## src/rtl/ss_key_ctrl_if.sv

```systemverilog
// Pad sampling, frame strobe and command handshake between the hotkey
// sequencer (master) and the mapper's vblank hook (slave).
interface ss_key_ctrl_if;
   logic       pad_vld;
   logic [7:0] pad_dat;
   logic       vblank;
   logic       ss_ack;
   logic       ss_req;
   logic [1:0] ss_cmd;
   logic       busy;
   logic       tmo_err;

   modport master (
      input  pad_vld,
      input  pad_dat,
      input  vblank,
      input  ss_ack,
      output ss_req,
      output ss_cmd,
      output busy,
      output tmo_err
   );

   modport slave (
      output pad_vld,
      output pad_dat,
      output vblank,
      output ss_ack,
      input  ss_req,
      input  ss_cmd,
      input  busy,
      input  tmo_err
   );
endinterface

```

## src/rtl/ss_key_ctrl.sv

```systemverilog
// Save-state / menu hotkey sequencer: matches held pad combos or a debounced
// external button and issues one command request to the in-game menu hook.
module ss_key_ctrl #(
   parameter int unsigned HOLD_FRAMES = 3,
   parameter logic [15:0] DEB_CYC     = 16'd50000,
   parameter logic [7:0]  ACK_TMO     = 8'd60
) (
   input  logic       clk,
   input  logic       map_rst_n,
   input  logic       ss_on,
   input  logic       ss_btn,
   input  logic [7:0] key_save,
   input  logic [7:0] key_load,
   input  logic [7:0] key_menu,
   input  logic       ext_btn,
   ss_key_ctrl_if.master hk
);

   typedef enum logic [1:0] {
      CMD_NONE = 2'd0,
      CMD_SAVE = 2'd1,
      CMD_LOAD = 2'd2,
      CMD_MENU = 2'd3
   } cmd_e;

   typedef enum logic [1:0] {
      ST_IDLE    = 2'd0,
      ST_ARM     = 2'd1,
      ST_REQ     = 2'd2,
      ST_RELEASE = 2'd3
   } state_e;

   localparam logic [3:0]  HOLD_LIM = 4'(HOLD_FRAMES);
   localparam logic [15:0] DEB_LAST = DEB_CYC - 16'd1;

   state_e      state_q, state_d;
   cmd_e        arm_cmd_q, arm_cmd_d;
   cmd_e        cmd_q, cmd_d;
   cmd_e        ss_cmd_q, ss_cmd_d;
   cmd_e        cand;
   logic [3:0]  hold_cnt_q, hold_cnt_d, hold_inc;
   logic [7:0]  tmo_cnt_q, tmo_cnt_d, tmo_inc;
   logic        ss_req_q, ss_req_d;
   logic        tmo_err_q, tmo_err_d;
   logic [7:0]  pad_lat_q, pad_lat_d;
   logic [2:0]  sync_q, sync_d;
   logic [15:0] deb_cnt_q, deb_cnt_d;
   logic        deb_lvl_q, deb_lvl_d;
   logic        btn_rise;
   logic        btn_go;

   always_comb begin
      pad_lat_d = pad_lat_q;
      if (hk.pad_vld) begin
         pad_lat_d = hk.pad_dat;
      end
   end

   always_comb begin
      cand = CMD_NONE;
      if (key_menu != 8'd0 && pad_lat_q == key_menu) begin
         cand = CMD_MENU;
      end else if (key_load != 8'd0 && pad_lat_q == key_load) begin
         cand = CMD_LOAD;
      end else if (key_save != 8'd0 && pad_lat_q == key_save) begin
         cand = CMD_SAVE;
      end
   end

   // sync_q[1] is the synchronized level, sync_q[2] its previous value for change detection
   always_comb begin
      sync_d    = {sync_q[1:0], ext_btn};
      deb_cnt_d = deb_cnt_q;
      deb_lvl_d = deb_lvl_q;
      if (sync_q[1] != sync_q[2]) begin
         deb_cnt_d = 16'd0;
      end else if (deb_cnt_q == DEB_LAST) begin
         deb_lvl_d = sync_q[1];
      end else begin
         deb_cnt_d = deb_cnt_q + 16'd1;
      end
   end

   assign btn_rise = deb_lvl_d & ~deb_lvl_q;
   assign btn_go   = btn_rise & ss_btn;
   assign hold_inc = (hold_cnt_q == 4'hF) ? hold_cnt_q : hold_cnt_q + 4'd1;
   assign tmo_inc  = (tmo_cnt_q == 8'hFF) ? tmo_cnt_q : tmo_cnt_q + 8'd1;

   always_comb begin
      state_d    = state_q;
      arm_cmd_d  = arm_cmd_q;
      cmd_d      = cmd_q;
      hold_cnt_d = hold_cnt_q;
      tmo_cnt_d  = tmo_cnt_q;
      tmo_err_d  = 1'b0;

      if (!ss_on) begin
         state_d    = ST_IDLE;
         arm_cmd_d  = CMD_NONE;
         cmd_d      = CMD_NONE;
         hold_cnt_d = 4'd0;
         tmo_cnt_d  = 8'd0;
      end else begin
         unique case (state_q)
            ST_IDLE: begin
               cmd_d      = CMD_NONE;
               hold_cnt_d = 4'd0;
               tmo_cnt_d  = 8'd0;
               if (btn_go) begin
                  state_d = ST_REQ;
                  cmd_d   = CMD_MENU;
               end else if (hk.vblank && cand != CMD_NONE) begin
                  if (HOLD_LIM <= 4'd1) begin
                     state_d = ST_REQ;
                     cmd_d   = cand;
                  end else begin
                     state_d    = ST_ARM;
                     hold_cnt_d = 4'd1;
                     arm_cmd_d  = cand;
                  end
               end
            end
            ST_ARM: begin
               if (btn_go) begin
                  state_d    = ST_REQ;
                  cmd_d      = CMD_MENU;
                  hold_cnt_d = 4'd0;
               end else if (hk.vblank) begin
                  if (cand == arm_cmd_q) begin
                     hold_cnt_d = hold_inc;
                     if (hold_inc >= HOLD_LIM) begin
                        state_d    = ST_REQ;
                        cmd_d      = arm_cmd_q;
                        hold_cnt_d = 4'd0;
                     end
                  end else begin
                     state_d    = ST_IDLE;
                     hold_cnt_d = 4'd0;
                  end
               end
            end
            // An acknowledge in the same cycle as the deciding vblank beats the timeout
            ST_REQ: begin
               if (hk.ss_ack) begin
                  state_d   = ST_RELEASE;
                  tmo_cnt_d = 8'd0;
               end else if (hk.vblank) begin
                  tmo_cnt_d = tmo_inc;
                  if (ACK_TMO != 8'd0 && tmo_inc == ACK_TMO) begin
                     state_d   = ST_RELEASE;
                     tmo_err_d = 1'b1;
                     tmo_cnt_d = 8'd0;
                  end
               end
            end
            ST_RELEASE: begin
               cmd_d = CMD_NONE;
               if (hk.vblank && pad_lat_q == 8'd0 && !deb_lvl_q) begin
                  state_d = ST_IDLE;
               end
            end
            default: begin
               state_d = ST_IDLE;
            end
         endcase
      end

      ss_req_d = (state_d == ST_REQ);
      ss_cmd_d = (state_d == ST_REQ) ? cmd_d : CMD_NONE;
   end

   always_ff @(posedge clk or negedge map_rst_n) begin
      if (!map_rst_n) begin
         state_q    <= ST_IDLE;
         arm_cmd_q  <= CMD_NONE;
         cmd_q      <= CMD_NONE;
         ss_cmd_q   <= CMD_NONE;
         hold_cnt_q <= 4'd0;
         tmo_cnt_q  <= 8'd0;
         ss_req_q   <= 1'b0;
         tmo_err_q  <= 1'b0;
         pad_lat_q  <= 8'd0;
         sync_q     <= 3'd0;
         deb_cnt_q  <= 16'd0;
         deb_lvl_q  <= 1'b0;
      end else begin
         state_q    <= state_d;
         arm_cmd_q  <= arm_cmd_d;
         cmd_q      <= cmd_d;
         ss_cmd_q   <= ss_cmd_d;
         hold_cnt_q <= hold_cnt_d;
         tmo_cnt_q  <= tmo_cnt_d;
         ss_req_q   <= ss_req_d;
         tmo_err_q  <= tmo_err_d;
         pad_lat_q  <= pad_lat_d;
         sync_q     <= sync_d;
         deb_cnt_q  <= deb_cnt_d;
         deb_lvl_q  <= deb_lvl_d;
      end
   end

   assign hk.ss_req  = ss_req_q;
   assign hk.ss_cmd  = ss_cmd_q;
   assign hk.tmo_err = tmo_err_q;
   assign hk.busy    = (state_q != ST_IDLE);

endmodule

```

## src/flat_wrapper.sv

```systemverilog
// flat-port wrapper written by rule: the top's interface ports become plain ports
module ss_key_ctrl_flat 
#(
   parameter int unsigned HOLD_FRAMES = 3,
   parameter logic [15:0] DEB_CYC     = 16'd50000,
   parameter logic [7:0]  ACK_TMO     = 8'd60
)
  (clk, map_rst_n, ss_on, ss_btn, key_save, key_load, key_menu, ext_btn, hk_pad_vld, hk_pad_dat, hk_vblank, hk_ss_ack, hk_ss_req, hk_ss_cmd, hk_busy, hk_tmo_err);
  ss_key_ctrl_if hk_i ();
  input  logic clk;
  input  logic map_rst_n;
  input  logic ss_on;
  input  logic ss_btn;
  input  logic [7:0] key_save;
  input  logic [7:0] key_load;
  input  logic [7:0] key_menu;
  input  logic ext_btn;
  input wire logic [$bits(hk_i.pad_vld)-1:0] hk_pad_vld;
  input wire logic [$bits(hk_i.pad_dat)-1:0] hk_pad_dat;
  input wire logic [$bits(hk_i.vblank)-1:0] hk_vblank;
  input wire logic [$bits(hk_i.ss_ack)-1:0] hk_ss_ack;
  output wire logic [$bits(hk_i.ss_req)-1:0] hk_ss_req;
  output wire logic [$bits(hk_i.ss_cmd)-1:0] hk_ss_cmd;
  output wire logic [$bits(hk_i.busy)-1:0] hk_busy;
  output wire logic [$bits(hk_i.tmo_err)-1:0] hk_tmo_err;
  assign hk_i.pad_vld = hk_pad_vld;
  assign hk_i.pad_dat = hk_pad_dat;
  assign hk_i.vblank = hk_vblank;
  assign hk_i.ss_ack = hk_ss_ack;
  assign hk_ss_req = hk_i.ss_req;
  assign hk_ss_cmd = hk_i.ss_cmd;
  assign hk_busy = hk_i.busy;
  assign hk_tmo_err = hk_i.tmo_err;
  ss_key_ctrl #(.HOLD_FRAMES(HOLD_FRAMES), .DEB_CYC(DEB_CYC), .ACK_TMO(ACK_TMO)) u_core (.clk(clk), .map_rst_n(map_rst_n), .ss_on(ss_on), .ss_btn(ss_btn), .key_save(key_save), .key_load(key_load), .key_menu(key_menu), .ext_btn(ext_btn), .hk(hk_i));
endmodule
```

## config.mk

```make
export PLATFORM = sky130hd
export DESIGN_NAME = ss_key_ctrl_flat
export DESIGN_NICKNAME = d
export VERILOG_FILES = /design/src/rtl/ss_key_ctrl_if.sv /design/src/rtl/ss_key_ctrl.sv /design/src/flat_wrapper.sv
export SDC_FILE = /design/constraint.sdc
export NUM_CORES = 1
export LEC_CHECK = 0
export CORE_UTILIZATION = 55
export DETAILED_ROUTE_END_ITERATION = 8
export HOLD_SLACK_MARGIN = 0.1
export PLACE_DENSITY = 0.8
export SYNTH_ARGS = -nofsm -noshare
export SYNTH_HDL_FRONTEND = slang
export SYNTH_SLANG_ARGS = --single-unit
```

## constraint.sdc

```tcl
create_clock -name clk -period 2.6 [get_ports clk]
set_input_delay 0.52 -clock clk [delete_from_list [all_inputs] [get_ports clk]]
set_output_delay 0.52 -clock clk [all_outputs]
set_load 0.05 [all_outputs]
```

==> summary.md <==
| Metric | Value |
|---|---|
| Detail Placement HPWL | `5192 um` |
| Die outline width | `76.73 um` |
| Antenna diodes | `0` |
| Number of buffers added on ports | `44` |
| TritonCTS clock tree | `built` |
| Cell count after placement | `455` |
| Fraction of final layout cells with drive strength greater than 1 | `15.78%` |
| First drt pass iteration count | `5` |
| Number of storage elements in the synthesis netlist | `50` |
| Total negative setup slack | `0 ns` |
| Result of the run | `finished clean` |
| Max clock buf depth | `2` |
| Fraction of the cycle the final worst path needs | `95.31%` |
| Largest net degree at the start of global routing | `32` |
| Via count of the first global-routing pass | `2511` |
| GRT Total Usage | `23.83%` |
| Clock latency reported for the late side of the worst-skew pair | `0.32 ns` |
| Final wirelength | `6719 um` |
| Start point of the critical path | `key_menu[1]` |
| GP Congestion | `0.8816` |
| CP endpoint kind | `register` |
| Share of async-settable or async-resettable flops after synthesis | `100.0%` |
| Clock period minus final worst setup slack | `2.478 ns` |
| Number of endpoints failing setup at the final stage | `0` |
| Clock root buffer master | `sky130_fd_sc_hd__clkbuf_8` |
| Worst endpoint required time | `2.84 ns` |
| Post-synth EDFFs | `0` |
| Top-level port count | `45` |
| Worst-path fanout max | `3` |
| Largest vdd supply drop | `0.3536 mV` |
| Max-capacitance violation count | `0` |
| Drt wl/cell | `14.51 um` |
| Antenna viol nets, final | `0` |
| Initial drt markers | `170` |
| Via density per instance | `5.706` |
| Max transition margin | `55.05%` |
| Floorplan die height | `76.73 um` |
| Post-layout power | `1.571 mW` |
| Power density cells | `406.7 nW/um^2` |
| Setup repair after global routing missed its margin | `yes` |
| Final hold violation count | `0` |
| Count of standard-cell rows | `26` |
| Count of mapped cells out of synthesis | `324` |
| Area of the mapped netlist | `3072 sq um` |
| Final core occ | `73.77%` |
| Antenna violations before repair | `0` |
| Post-route non-filler standard cell count | `463` |
| Total area of sequential cells | `1251 sq um` |
| Layout area overhead | `25.78%` |
| Global-route wire length before repair | `11390 um` |
| Leakage power | `1.656 nW` |
| Clock transition at path regs | `0.11 ns` |
| Critical register-to-register path startpoint | `u_core.tmo_cnt_q[0]$_DFFE_PN0P_` |
| Arrival time of data at the critical path endpoint | `2.72 ns` |
| Worst setup SP type | `input port` |
| Syn_area_per_cell | `9.481 sq um` |
| Net count of the finished layout | `435` |
| Residual DRC | `0` |
| Count of final max-slew check failures | `0` |
| Area of the core | `5238 sq um` |
| Cts bufs inserted | `5` |
| Type of the setup path with the least slack | `input port to register` |
| Initial standard-cell utilization of the core | `58.65%` |
| Via count | `2642` |
| Number of filler cells placed in the layout | `374` |
| Area used by multi-input combinational logic | `1745 sq um` |
| Residual overflow from global routing | `0` |
| Net count of the mapped netlist | `367` |
| Post-route setup slack | `0.1219 ns` |
| Transition time at the pin with the least slew margin | `0.6743 ns` |
| Distinct cell type count after synthesis | `60` |
| Maximum frequency from static timing analysis | `403.5 MHz` |
| Placement-stage worst setup slack | `-0.3276 ns` |
| H-tree depth reported by CTS | `2` |
| Top_reg_cell synth | `sky130_fd_sc_hd__dfrtp_1` |
| Clock skew after layout | `0.01696 ns` |
| Clock sink count | `50` |
| Sequential cell area fraction in the yosys report | `40.73%` |
| Die Area | `5887 sq um` |
| Worst Hold Class | `input port to asynchronous set/reset pin` |
| Warning count from the yosys run | `0` |
==> power by group <==
| group | internal, mW | leakage, nW | switching, mW |
|---|---|---|---|
| logic | 0.130 | 0.936 | 0.113 |
| registers | 0.800 | 0.671 | 0.0424 |
| clock network | 0.199 | 0.0491 | 0.287 |
| total | 1.13 | 1.66 | 0.443 |
==> synth_stat cells, types with 2 or more instances <==
| master | n | area (sq um) |
|---|---|---|
| sky130_fd_sc_hd__o21ai_0 | 12 | 60.06 |
| sky130_fd_sc_hd__xor2_1 | 31 | 271.5 |
| sky130_fd_sc_hd__a31oi_1 | 4 | 25.02 |
| sky130_fd_sc_hd__or2_2 | 2 | 12.51 |
| sky130_fd_sc_hd__ha_1 | 3 | 37.54 |
| sky130_fd_sc_hd__a211oi_1 | 5 | 37.54 |
| sky130_fd_sc_hd__and4_1 | 2 | 17.52 |
| sky130_fd_sc_hd__dfrtp_1 | 50 | 1251 |
| sky130_fd_sc_hd__nor2b_1 | 4 | 25.02 |
| sky130_fd_sc_hd__a31o_2 | 2 | 17.52 |
| sky130_fd_sc_hd__nand4_1 | 6 | 37.54 |
| sky130_fd_sc_hd__and3_1 | 9 | 56.30 |
| sky130_fd_sc_hd__nand2_1 | 24 | 90.09 |
| sky130_fd_sc_hd__nor3_1 | 5 | 25.02 |
| sky130_fd_sc_hd__nor3b_1 | 2 | 15.01 |
| sky130_fd_sc_hd__o21a_1 | 2 | 15.01 |
| sky130_fd_sc_hd__or3_1 | 3 | 18.77 |
| sky130_fd_sc_hd__o221ai_1 | 2 | 17.52 |
| sky130_fd_sc_hd__nor4_1 | 6 | 37.54 |
| sky130_fd_sc_hd__inv_1 | 12 | 45.04 |
| sky130_fd_sc_hd__a21oi_1 | 17 | 85.08 |
| sky130_fd_sc_hd__mux2_2 | 8 | 90.09 |
| sky130_fd_sc_hd__nand3_1 | 15 | 75.07 |
| sky130_fd_sc_hd__o311a_1 | 2 | 20.02 |
| sky130_fd_sc_hd__clkbuf_1 | 6 | 22.52 |
| sky130_fd_sc_hd__nor4_2 | 4 | 50.05 |
| sky130_fd_sc_hd__nand3b_1 | 3 | 22.52 |
| sky130_fd_sc_hd__nand2b_1 | 3 | 18.77 |
| sky130_fd_sc_hd__and2_1 | 2 | 12.51 |
| sky130_fd_sc_hd__or4_1 | 2 | 15.01 |
| sky130_fd_sc_hd__nor4b_1 | 3 | 26.28 |
| sky130_fd_sc_hd__nor2_1 | 37 | 138.9 |
| sky130_fd_sc_hd__xnor2_1 | 9 | 78.83 |
==> worst paths after layout <==
| kind | endpoint | cells past startpoint | slack [ns] |
|---|---|---|---|
| worst max-delay path | u_core.hold_cnt_q[1]$_DFFE_PN0P_ | 8 | 0.12 |
| worst min-delay path | u_core.sync_q[1]$_DFF_PN0_ | 1 | 0.23 |
| worst max register to register | u_core.hk.ss_cmd[0]$_DFF_PN0_ | 8 | 0.18 |
| worst min register to register | u_core.sync_q[1]$_DFF_PN0_ | 0 | 0.37 |
| max in group asynchronous | u_core.hk.tmo_err$_DFF_PN0_ | 2 | 1.75 |
| min in group clk | u_core.sync_q[1]$_DFF_PN0_ | 0 | 0.37 |
==> state kept, by name, indices dropped and copies added (netlist names), 2 cells and up <==
signal	count
u_core.tmo_cnt_q	8
u_core.hk.ss_cmd	2
u_core.arm_cmd_q	2
u_core.cmd_q	2
u_core.sync_q	3
u_core.pad_lat_q	8
u_core.state_q	2
u_core.hold_cnt_q	4
u_core.deb_cnt_q	16
==> critical path, cell delays in order <==
cell and delay (ns):
sky130_fd_sc_hd__clkdlybuf4s50_1 0.44, sky130_fd_sc_hd__nor4_2 0.34, sky130_fd_sc_hd__a21oi_2 0.13, sky130_fd_sc_hd__o2111a_2 0.28
sky130_fd_sc_hd__and4bb_1 0.30, sky130_fd_sc_hd__o31ai_4 0.11, sky130_fd_sc_hd__or4_1 0.49, sky130_fd_sc_hd__a21oi_1 0.13
==> cells by family (layout without fill, tap and decap cells) <==
group	count (synthesis)	count (layout)	share of synthesized area, %
adder cells (fa/ha/maj)	3	3	1.222
flip-flops	50	50	40.73
AND/OR/NAND/NOR	137	137	24.72
AO/OA/AOI/OAI	63	63	15.36
buffers and inverters	21	90	2.851
multiplexers	10	10	3.707
XOR/XNOR	40	40	11.41
==> cell type report <==
cell class	count	area share, %
inverter	12	1.166
timing repair buffer	70	16.55
clock inverter	3	0.6801
sequential	50	32.38
tap	70	2.267
multi-input combinational	253	45.17
clock buffer	5	1.781
==> layout by cell type, fill, tap and decap left out, types with 6 or more instances in the layout <==
| cell type | netlist | routed |
|---|---|---|
| sky130_fd_sc_hd__dfrtp_1 | 50 | 50 |
| sky130_fd_sc_hd__clkdlybuf4s50_1 | 0 | 41 |
| sky130_fd_sc_hd__nor2_1 | 37 | 37 |
| sky130_fd_sc_hd__xor2_1 | 31 | 31 |
| sky130_fd_sc_hd__buf_4 | 0 | 25 |
| sky130_fd_sc_hd__nand2_1 | 24 | 24 |
| sky130_fd_sc_hd__a21oi_1 | 17 | 16 |
| sky130_fd_sc_hd__nand3_1 | 15 | 15 |
| sky130_fd_sc_hd__inv_1 | 12 | 12 |
| sky130_fd_sc_hd__o21ai_0 | 12 | 12 |
| sky130_fd_sc_hd__xnor2_1 | 9 | 9 |
| sky130_fd_sc_hd__and3_1 | 9 | 9 |
| sky130_fd_sc_hd__mux2_2 | 8 | 8 |
| sky130_fd_sc_hd__nand4_1 | 6 | 6 |
==> timing repair <==
item,4_1_cts,5_1_grt
buffers inserted,0,0
endpoints found under the setup margin,1,5
hold buffers,0,0
resized for setup,1,5
pin swaps,0,2
==> layer usage <==
layer  GRT usage, %  up-vias  wire length (um)
li1               -     1313                 -
met1          32.38     1244              3184
met2          38.48       72              3150
met3          3.810       13               259
met4          8.269        0               125
met5              0        -                 0
==> stage by stage <==
step | cell area, sq um | hold WS, ns
after global placement | 3747 | 0.3360
after floorplan | 3072 | 0.2244
after CTS | 3849 | 0.2442
after detailed placement | 3747 | 0.3490
final | 3864 | 0.2337
after global routing | 3864 | 0.2741
No activity file was read; power rests on OpenSTA's default activity.
